**src/rtl/countdown_16bit.sv**
```systemverilog
`default_nettype none
// ============================================================================
// Module   : countdown_16bit
// Brief    : 16-bit down-counter/timer with load, start/stop, enable tick,
//            auto-reload and terminal-count pulse around a half-subtractor chain.
// Revision : 1.0 - initial release
// ============================================================================

module countdown_16bit_hsub (
    input  wire a,
    input  wire bin,
    output wire diff,
    output wire bout
);
    wire w_na;

    xor u_xor (diff, a, bin);
    not u_not (w_na, a);
    and u_and (bout, w_na, bin);
endmodule

module countdown_16bit (
    input  logic        clk,
    input  logic        rst,
    input  logic        load,
    input  logic [15:0] load_val,
    input  logic        start,
    input  logic        stop,
    input  logic        en,
    input  logic        auto_reload,
    output logic [15:0] count,
    output logic        busy,
    output logic        done
);
    typedef enum logic [0:0] {
        S_IDLE = 1'b0,
        S_RUN  = 1'b1
    } state_t;

    state_t      r_state;
    logic [15:0] r_count;
    logic [15:0] r_reload;
    logic        r_busy;
    logic        r_done;

    wire  [16:0] w_borrow;
    wire  [15:0] w_next;
    logic        w_zero;
    logic        w_one;

    assign w_borrow[0] = 1'b1;

    generate
        for (genvar i = 0; i < 16; i++) begin : g_chain
            countdown_16bit_hsub u_hsub (
                .a    (r_count[i]),
                .bin  (w_borrow[i]),
                .diff (w_next[i]),
                .bout (w_borrow[i+1])
            );
        end
    endgenerate

    // A borrow out of the top stage only happens when every bit was zero.
    assign w_zero = w_borrow[16];
    assign w_one  = (r_count == 16'h0001);

    always_ff @(posedge clk) begin
        if (rst) begin
            r_state  <= S_IDLE;
            r_count  <= 16'h0000;
            r_reload <= 16'h0000;
            r_busy   <= 1'b0;
            r_done   <= 1'b0;
        end else begin
            r_done <= 1'b0;
            if (load) begin
                // Load suppresses start and decrement but a concurrent stop still pauses.
                r_count  <= load_val;
                r_reload <= load_val;
                if (r_state == S_RUN && stop) begin
                    r_state <= S_IDLE;
                    r_busy  <= 1'b0;
                end
            end else begin
                case (r_state)
                    S_IDLE: begin
                        if (!stop && start) begin
                            if (w_zero) begin
                                r_done <= 1'b1;
                            end else begin
                                r_state <= S_RUN;
                                r_busy  <= 1'b1;
                            end
                        end
                    end
                    S_RUN: begin
                        if (stop) begin
                            r_state <= S_IDLE;
                            r_busy  <= 1'b0;
                        end else if (en) begin
                            if (w_zero) begin
                                r_state <= S_IDLE;
                                r_busy  <= 1'b0;
                            end else if (w_one) begin
                                r_done <= 1'b1;
                                if (auto_reload && (r_reload != 16'h0000)) begin
                                    r_count <= r_reload;
                                end else begin
                                    r_count <= 16'h0000;
                                    r_state <= S_IDLE;
                                    r_busy  <= 1'b0;
                                end
                            end else begin
                                r_count <= w_next;
                            end
                        end
                    end
                    default: begin
                        r_state <= S_IDLE;
                        r_busy  <= 1'b0;
                    end
                endcase
            end
        end
    end

    assign count = r_count;
    assign busy  = r_busy;
    assign done  = r_done;

endmodule
`default_nettype wire

```
**config.mk**
```make
export PLATFORM = sky130hd
export DESIGN_NAME = countdown_16bit
export DESIGN_NICKNAME = d
export VERILOG_FILES = /design/src/rtl/countdown_16bit.sv
export SDC_FILE = /design/constraint.sdc
export NUM_CORES = 1
export LEC_CHECK = 0
export CAP_MARGIN = 5
export CELL_PAD_IN_SITES_DETAIL_PLACEMENT = 0
export CELL_PAD_IN_SITES_GLOBAL_PLACEMENT = 1
export CORE_MARGIN = 3
export CORE_UTILIZATION = 34
export DETAILED_ROUTE_END_ITERATION = 10
export PLACE_DENSITY_LB_ADDON = 0.1
export SETUP_SLACK_MARGIN = 0.05
export SLEW_MARGIN = 0
export SYNTH_ARGS = -nofsm -noshare
export SYNTH_HDL_FRONTEND = slang
export SYNTH_HIERARCHICAL = 1
export SYNTH_SLANG_ARGS = --single-unit
export TNS_END_PERCENT = 1
```
**constraint.sdc**
```tcl
create_clock -name clk -period 4.1 [get_ports clk]
set_clock_uncertainty 0.15 [all_clocks]
set_input_delay 1.23 -clock clk [delete_from_list [all_inputs] [get_ports clk]]
set_output_delay 1.23 -clock clk [all_outputs]
set_load 0.01 [all_outputs]
```
# Word level (Yosys, flattened, before mapping)
# Index checks and enable logic that the tools add are counted.
dict set report word_totals {
  reg_bits 35
  inputBits 23
  out_inout_bits 18
  word_cells 104
}
dict set report classes {
  eq_ne 9
  mux 33
  bitwise 47
  reduce_logical 10
}
# op count
set op_table {}
lappend op_table {{16-bit 2-to-1 mux} 7}
lappend op_table {{1-bit 2-to-1 mux} 23}
lappend op_table {{1-bit NOT} 17}
lappend op_table {{16-bit by 1-bit == test with 1-bit output, second input constant} 1}
lappend op_table {{16-bit nonzero test} 1}
lappend op_table {{1-bit AND} 15}
lappend op_table {{1-bit bitwise XOR} 15}
lappend op_table {{3-bit inequality test, second input constant} 2}
lappend op_table {{1-bit case mux with 2 select lines} 3}
lappend op_table {{6-bit AND reduction} 1}
lappend op_table {{5-bit by 3-bit inequality test with 1-bit output, second input constant} 1}
lappend op_table {{5-bit by 4-bit inequality test with 1-bit output, second input constant} 1}
lappend op_table {{2-bit inequality test, second input constant} 2}
lappend op_table {{4-bit inequality test, second input constant} 1}
lappend op_table {{4-bit AND reduction} 1}
lappend op_table {{2-bit nonzero test} 2}
lappend op_table {{1-bit logical AND} 3}
lappend op_table {{2-bit by 1-bit inequality test with 1-bit output, second input constant} 1}
lappend op_table {{2-bit OR reduction} 1}
lappend op_table {{1-bit logical NOT} 1}

# Logic depth before layout (Yosys ltp)
# Gate-level depths: netlist (run 1).
dict set report logic_depth {
  depth_word 22
  ltp_mapped 22
}

# Hierarchy
# Netlist (run 1), hierarchy kept.
# mod n_inst cells_each area_per_inst_um2 seq_area_each_um2
set by_module_without_submodules {}
lappend by_module_without_submodules {countdown_16bit 1 190 1644.1 700.7}
lappend by_module_without_submodules {countdown_16bit_hsub 16 3 20.0 0.0}

# Worst setup path after synthesis (run 1)
# No wires, ideal clock.
dict set report synth_timing {
  kind {register to register}
  start {reg r_count[0] (netlist: count[0])}
  end {reg r_busy (netlist: busy)}
  setup_ns 0.123
  arrival_ns 4.159
  t_required_ns 3.827
  slack_ns -0.332
  path_stages_with_launch 23
  synth_period_minus_slack_ns 4.432
  cell_sequence {dfxtp_1 > inv_1 > ha_1 > ha_1 > ha_1 > ha_1 > ha_1 > ha_1 > ha_1 > ha_1 > ha_1 > ha_1 > ha_1 > ha_1 > ha_1 > ha_1 > ha_1 > ha_1 > nand2b_1 > o21bai_1 > o2111ai_1 > o221ai_1 > mux2_1}
}
dict set report synth_via {
  elab_chain_cells 21
}
# item line
set synth_lines {}
lappend synth_lines {{start, declared} 41} ;# logic [15:0] r_count;
lappend synth_lines {{start signal, assigned} 79} ;# r_count <= load_val;
lappend synth_lines {{start signal, assigned} 108} ;# r_count <= r_reload;
lappend synth_lines {{start signal, assigned} 115} ;# r_count <= w_next;
lappend synth_lines {{1-bit NOT *} 18} ;# not u_not (w_na, a);
lappend synth_lines {{named net w_borrow[1]} 46} ;# wire [16:0] w_borrow;
lappend synth_lines {{1-bit AND *} 19} ;# and u_and (bout, w_na, bin);
lappend synth_lines {{named net w_borrow[2]} 46}
lappend synth_lines {{1-bit AND *} 19}
lappend synth_lines {{named net w_borrow[3]} 46}
lappend synth_lines {{1-bit AND *} 19}
lappend synth_lines {{named net w_borrow[4]} 46}
lappend synth_lines {{(+1 left out)} n/a}
lappend synth_lines {{named net w_borrow[5]} 46}
lappend synth_lines {{(+1 left out)} n/a}
lappend synth_lines {{named net w_borrow[6]} 46}
lappend synth_lines {{(+1 left out)} n/a}
lappend synth_lines {{named net w_borrow[7]} 46}
lappend synth_lines {{(+1 left out)} n/a}
lappend synth_lines {{named net w_borrow[8]} 46}
lappend synth_lines {{(+1 left out)} n/a}
lappend synth_lines {{named net w_borrow[9]} 46}
lappend synth_lines {{(+1 left out)} n/a}
lappend synth_lines {{named net w_borrow[10]} 46}
lappend synth_lines {{(+1 left out)} n/a}
lappend synth_lines {{named net w_borrow[11]} 46}
lappend synth_lines {{(+1 left out)} n/a}
lappend synth_lines {{named net w_borrow[12]} 46}
lappend synth_lines {{(+1 left out)} n/a}
lappend synth_lines {{named net w_borrow[13]} 46}
lappend synth_lines {{(+1 left out)} n/a}
lappend synth_lines {{named net w_borrow[14]} 46}
lappend synth_lines {{(+1 left out)} n/a}
lappend synth_lines {{named net w_borrow[15]} 46}
lappend synth_lines {{1-bit AND *} 19}
lappend synth_lines {{named net w_borrow[16]} 46}
lappend synth_lines {{1-bit 2-to-1 mux} 102} ;# if (w_zero) begin
lappend synth_lines {{1-bit 2-to-1 mux} 101} ;# end else if (en) begin
lappend synth_lines {{1-bit 2-to-1 mux} 98} ;# if (stop) begin
lappend synth_lines {{1-bit case mux with 2 select lines} 86} ;# case (r_state)
lappend synth_lines {{1-bit 2-to-1 mux} 77} ;# if (load) begin
lappend synth_lines {{end signal, assigned} 83} ;# r_busy <= 1'b0;
lappend synth_lines {{end signal, assigned} 100} ;# r_busy <= 1'b0;
lappend synth_lines {{end signal, assigned} 104} ;# r_busy <= 1'b0;
lappend synth_lines {{end, declared} 43} ;# logic r_busy;
# The timed path passes the listed nets; every way through them passes the cells marked *. The select of a mux whose other input is x is not followed.
# A chain may end at the register's enable or synchronous reset.

# Final worst setup path (run 1)
# Same ends and word-level chain as after synthesis.

==> metrics.cfg, run 1 <==
[status]
status = complete, no violations

[layout]
insertedDiodeCount = 0
final_cells = 352
drive_gt1_share_pct = 16.8
final_common_cell = clkdlybuf4s50_1
final_cell_mix = clkdlybuf4s50_1 (40), dfxtp_1 (34), inv_1 (33)
fillers = 561
fin_nets = 318
area_growth_pct = 41.7

[global_route]
grtUsageTotal_pct = 19.1
use_met3_pct = 4.28
grt_pass1_wl_mm = 9.60
grt-ovfl-total = 0
busiest_layer = met2
grt_use_met2_pct = 30.8
grtUsageMet1_pct = 25.0
grt_antenna_before_repair = 0
grt_pass1_vias = 1878
grt_max_degree = 24

[pwr]
power_frac_seq_pct = 45.8
power_uw = 844
power.leakage_uw = 0.00113
p_int_uw = 584
comb_power_share_pct = 23.8
clkPwrFrac_pct = 30.5
power-per-cell-area_nw_per_um2 = 303
ir_drop_uv = 137
switching_share_pct = 30.8
power_switching_uw = 260

[critical_path]
critPathRequiredTime_ns = 4.14
crit_path_start = count[0]
path_depth = 22
crit_arrival_ns = 4.07
r2r-start = count[0]
path_cells = inv_2, ha_4, ha_4, ha_4, ha_4, ha_4, ha_4, ha_4, ha_4, ha_4, ha_4, ha_4, ha_4, ha_4, ha_4, ha_4, ha_4, nand2b_4, o21bai_1, o2111ai_1, o221ai_1, mux2_1
r2r_end = busy
rrSetupSlack_ns = 0.06
path_buf_inv = 1
path_max_fanout = 3
slowest_delay_ns = 0.34
setup.worst_path.end = busy
crit_type = reg2reg
reg2reg_depth = 22
cpLargestDelayFamily = adder cells
end_kind = flip-flop
crit_top_cell = ha_4
slowest_stage = dfxtp_2
cp-start-kind = flip-flop

[synth]
ys_warn_count = 6
ys_top_cells_by_area = dfxtp_1 (36%), ha_1 (10%), inv_1 (6.5%), mux2i_1 (5.6%), nand2_1 (5.5%)
yosysTopAreaCell = dfxtp_1
yosysSeqAreaShare_pct = 35.7
ys_seq_elements = 35
synth_cell_types = 34
synth_nets = 277
synth_top_area_share_pct = 35.7
synthesis.area_um2 = 1960
synthCells = 238
synth.avg_cell_area_um2 = 8.25

[sta]
layout_min_cycle_time_ns = 4.04
worst_pin_slew_ns = 0.666
timing.hold.ws_ns = 0.348
timing.final.ws_setup_ns = 0.0637
drv_slew = 0
max_freq_ghz = 0.248
setup_viol = 0
period_share_pct = 98.4
rsz0062_at_grt = true
finalHoldViolCount = 0
fin_setup_tns_ns = 0
maxSlewHeadroom_pct = 55.6

[die]
fp-row-count = 27
fp.coreArea_um2 = 5540
die_area_um2 = 6730
ioPinCount = 41
die_x_um = 82.0
start_util_pct = 35.5
die_h_um = 82.0

[clock_tree]
clk_latency_ns = 0.29
ctsHoldBuffers = 0
path_clk_slew_ns = 0.08
cts-buffers-inserted = 5
clkSinkCount = 35
htreeDepth = 2
clock_path_buffers = 2
ctsRootBufferMaster = clkbuf_8
cts_tree = done

[drt]
firstDrtPassIters = 4
vias_per_cell = 5.30
initialDrtViolationCount = 70
finalWirelength_mm = 5.76
vias = 1867
wire_per_inst_um = 16.4
ant_nets = 0
drt_drc_violations_left = 0

[placement]
pre_cts_ws_ns = -0.00340
hpwl_mm = 4.08
place_inst = 344
place.gp.congestion = 0.786
portBuffers = 40

[hold_path]
worst_hold_path_type = reg2reg

[flow_run]
cap_violations = 0

## flip-flops by register name, summed over array words and instances (netlist names)
| signal | cells |
|---|---|
| count | 16 |
| r_reload | 16 |
| busy | 1 |
| done | 1 |
| r_state | 1 |
## per-layer routing
metal,part of all wire [%],vias to the layer above
met5,0,-
met4,2.6,0
met3,5.2,11
met2,45,54
met1,48,883
li1,-,919
## Yosys cell counts
cell type / instances
a211oi_1: 1
a21oi_1: 5
a221oi_1: 5
a31oi_1: 13
a41oi_2: 1
and3_4: 1
and4_1: 1
buf_2: 3
buf_4: 2
buf_6: 2
clkbuf_1: 8
clkinv_1: 1
conb_1: 1
dfxtp_1: 35
ha_1: 16
inv_1: 34
mux2_1: 1
mux2i_1: 11
nand2_1: 29
nand2b_1: 1
nand3_1: 11
nand4_1: 1
nor2_1: 19
nor2b_1: 2
nor3_1: 7
nor4_1: 6
nor4_2: 3
nor4b_2: 1
o2111ai_1: 1
o21ai_0: 1
o21bai_1: 1
o221ai_1: 12
o22ai_1: 1
o31ai_2: 1
## worst reg2reg max path: stages, from the launching register on
cell and delay [ns]:
dfxtp_2 0.34, inv_2 0.04, ha_4 0.15, ha_4 0.15
ha_4 0.15, ha_4 0.15, ha_4 0.15, ha_4 0.15
ha_4 0.15, ha_4 0.16, ha_4 0.16, ha_4 0.16
ha_4 0.15, ha_4 0.16, ha_4 0.16, ha_4 0.16
ha_4 0.15, ha_4 0.16, nand2b_4 0.14, o21bai_1 0.12
o2111ai_1 0.11, o221ai_1 0.22, mux2_1 0.34
## stage by stage
stage / instance area (um^2) / util (%)
3_5_place_dp: 2660 / 48.0
4_1_cts: 2750 / 49.6
5_1_grt: 2780 / 50.2
2_1_floorplan: 2160 / -
6_report: 2780 / 50.2
3_3_place_gp: 2660 / 48.0
## layout make-up
class / count / area (um^2) / share of cell area (%)
clock inverter: 1 / 5.00 / 0.180
tap: 72 / 90.1 / 3.24
clock buffer: 7 / 76.3 / 2.74
inverter: 35 / 131 / 4.72
timing repair buffer: 49 / 484 / 17.4
multi-input combinational: 153 / 1290 / 46.5
sequential: 35 / 702 / 25.2
## timing repair
action,CTS,global route
pin swaps,18,0
gates resized for setup,2,6
endpoints found under the setup margin,1,13
hold endpoints to repair,0,0
buffers inserted,0,0
## kinds of logic (layout without fill, tap and decap cells)
| group | after synthesis | after routing | synth area share (%) |
|---|---|---|---|
| AO/OA/AOI/OAI | 42 | 42 | 16.2 |
| adder cells (fa/ha/maj) | 16 | 16 | 10.2 |
| buffers and inverters | 50 | 92 | 10.9 |
| flip-flops | 35 | 35 | 35.7 |
| multiplexers | 12 | 12 | 6.18 |
| other | 1 | 1 | 0.191 |
| AND/OR/NAND/NOR | 82 | 82 | 20.6 |
## power by group through the flow
stage	combinational, uW	sequential (uW)	clock, uW
after detailed placement	196	394	0
after global placement	196	394	0
final	200	386	257
after CTS	199	386	255
after global routing	226	390	272
after floorplan	111	393	0
## worst min-delay path by stage
stage | from | end | slack, ns | depth (start not counted)
2_1_floorplan | r_reload[11] | r_reload[11] | 0.31 | 2
3_3_place_gp | r_reload[12] | r_reload[12] | 0.33 | 2
3_5_place_dp | r_reload[10] | r_reload[10] | 0.33 | 2
4_1_cts | r_reload[10] | r_reload[10] | 0.34 | 2
5_1_grt | r_reload[12] | r_reload[12] | 0.37 | 2
6_report | r_reload[12] | r_reload[12] | 0.35 | 2
(Power assumes the default switching activity.)
==> inputs of run 2 (changes only) <==
Settings changed: GPL_ROUTABILITY_DRIVEN from default to 1.
==> results of run 2 <==
The final DEF is identical to that of run 1; final timing and power are the same.
==> inputs of run 3 (changes only) <==
Settings changed: CORE_UTILIZATION 34 to 37.
Clock period 4.1 ns to 4.6 ns, I/O delays scaled along.
==> metrics.cfg, run 3 (synthesis gave the netlist of run 1 again) <==
[critical_path]
critPathRequiredTime_ns = 4.64
crit_arrival_ns = 4.40
end_kind = flip-flop
rrSetupSlack_ns = 0.24
path_max_fanout = 3
cp-start-kind = flip-flop
crit_type = reg2reg

[sta]
drv_slew = 0
finalHoldViolCount = 0
worst_pin_slew_ns = 0.611
setup_viol = 0
period_share_pct = 94.8
maxSlewHeadroom_pct = 59.0
rsz0062_at_grt = false
layout_min_cycle_time_ns = 4.36
max_freq_ghz = 0.229
fin_setup_tns_ns = 0

[hold_path]
worst_hold_path_type = reg2reg

[pwr]
ir_drop_uv = 210
power.leakage_uw = 0.00110
power-per-cell-area_nw_per_um2 = 308
power_uw = 791

[global_route]
grt_pass1_wl_mm = 8.79
grt-ovfl-total = 0
grtUsageTotal_pct = 18.1
grt_max_degree = 24
grt_pass1_vias = 1712
grt_antenna_before_repair = 0

[placement]
portBuffers = 40
hpwl_mm = 3.73
placed_area_um2 = 2420
place.gp.congestion = 0.789

[clock_tree]
cts_tree = done
cts-buffers-inserted = 5
clk_latency_ns = 0.29
clock_path_buffers = 2
ctsRootBufferMaster = clkbuf_8
htreeDepth = 2
ctsHoldBuffers = 0
clkSinkCount = 35
path_clk_slew_ns = 0.08

[die]
start_util_pct = 40.0
fp-row-count = 25
die_x_um = 78.9
fp.coreArea_um2 = 4910
die_h_um = 78.9
ioPinCount = 41
die_area_um2 = 6220

[drt]
vias_per_cell = 5.38
top_layer_used = met4
ant_nets = 0
wire_per_inst_um = 15.5
vias = 1856
finalWirelength_mm = 5.34
drt_drc_violations_left = 0
met3_length_um = 297
firstDrtPassIters = 4
drt-met1-wl_mm = 2.55
initialDrtViolationCount = 73
dr_wl_met2_mm = 2.42

[layout]
area_growth_pct = 30.7
drive_gt1_share_pct = 11.9
fin_util_pct = 52.3
stdcell_area_um2 = 2570
fin_nets = 316
final_cell_mix = clkdlybuf4s50_1 (40), inv_1 (34), dfxtp_1 (34)
insertedDiodeCount = 0
final_common_cell = clkdlybuf4s50_1

[status]
status = complete, no violations

[flow_run]
cap_violations = 0

[run 3: power breakdown]
part / internal, uW / switching (uW)
logic: 76.9 / 73.7
clock network: 175 / 120
registers: 323 / 22.0
[run 3: final timing paths]
check | start | endpoint | cells after the start
hold reg to reg | r_reload[12] | r_reload[12] | 2
hold / removal | r_reload[12] | r_reload[12] | 2
setup reg to reg | count[0] | busy | 22
setup / recovery | count[0] | busy | 22
[run 3: what timing repair did]
action	in CTS	in global routing
endpoints found under the setup margin	0	12
buffers inserted	0	0
gates resized for setup	0	11
[run 3: cell type report]
class | count | area (um^2)
inverters | 35 | 131
clock inverters | 2 | 35.0
clock buffers | 6 | 82.6
flip-flops and latches | 35 | 702
multi-input cells | 153 | 1080
well taps | 67 | 83.8
fillers | 507 | 2340
repair buffers | 47 | 453
[run 3: metal layers]
metal | global-route usage, % | up-vias
met1 | 24.9 | 888
met4 | 6.19 | 0
met3 | 4.20 | 6
met2 | 27.9 | 44
met5 | 0 | -
li1 | - | 918
[run 3: critical path, stage by stage, from the launching register on]
cell,delay (ns)
dfxtp_2,0.33
inv_1,0.04
ha_1,0.18
ha_2,0.16
ha_1,0.17
ha_2,0.17
ha_2,0.16
ha_1,0.17
ha_1,0.18
ha_2,0.17
ha_2,0.16
ha_1,0.17
ha_1,0.19
ha_2,0.18
ha_2,0.17
ha_2,0.16
ha_1,0.17
ha_2,0.20
nand2b_4,0.15
o21bai_1,0.13
o2111ai_1,0.11
o221ai_1,0.24
mux2_1,0.33
[run 3: stage by stage]
step / hold WS [ns] / cells / worst slack [ns]
2_1_floorplan: 0.308 / 238 / 0.168
3_3_place_gp: 0.324 / 337 / 0.137
3_5_place_dp: 0.329 / 337 / 0.0639
4_1_cts: 0.340 / 345 / 0.0566
5_1_grt: 0.362 / 345 / 0.0172
6_report: 0.341 / 345 / 0.238
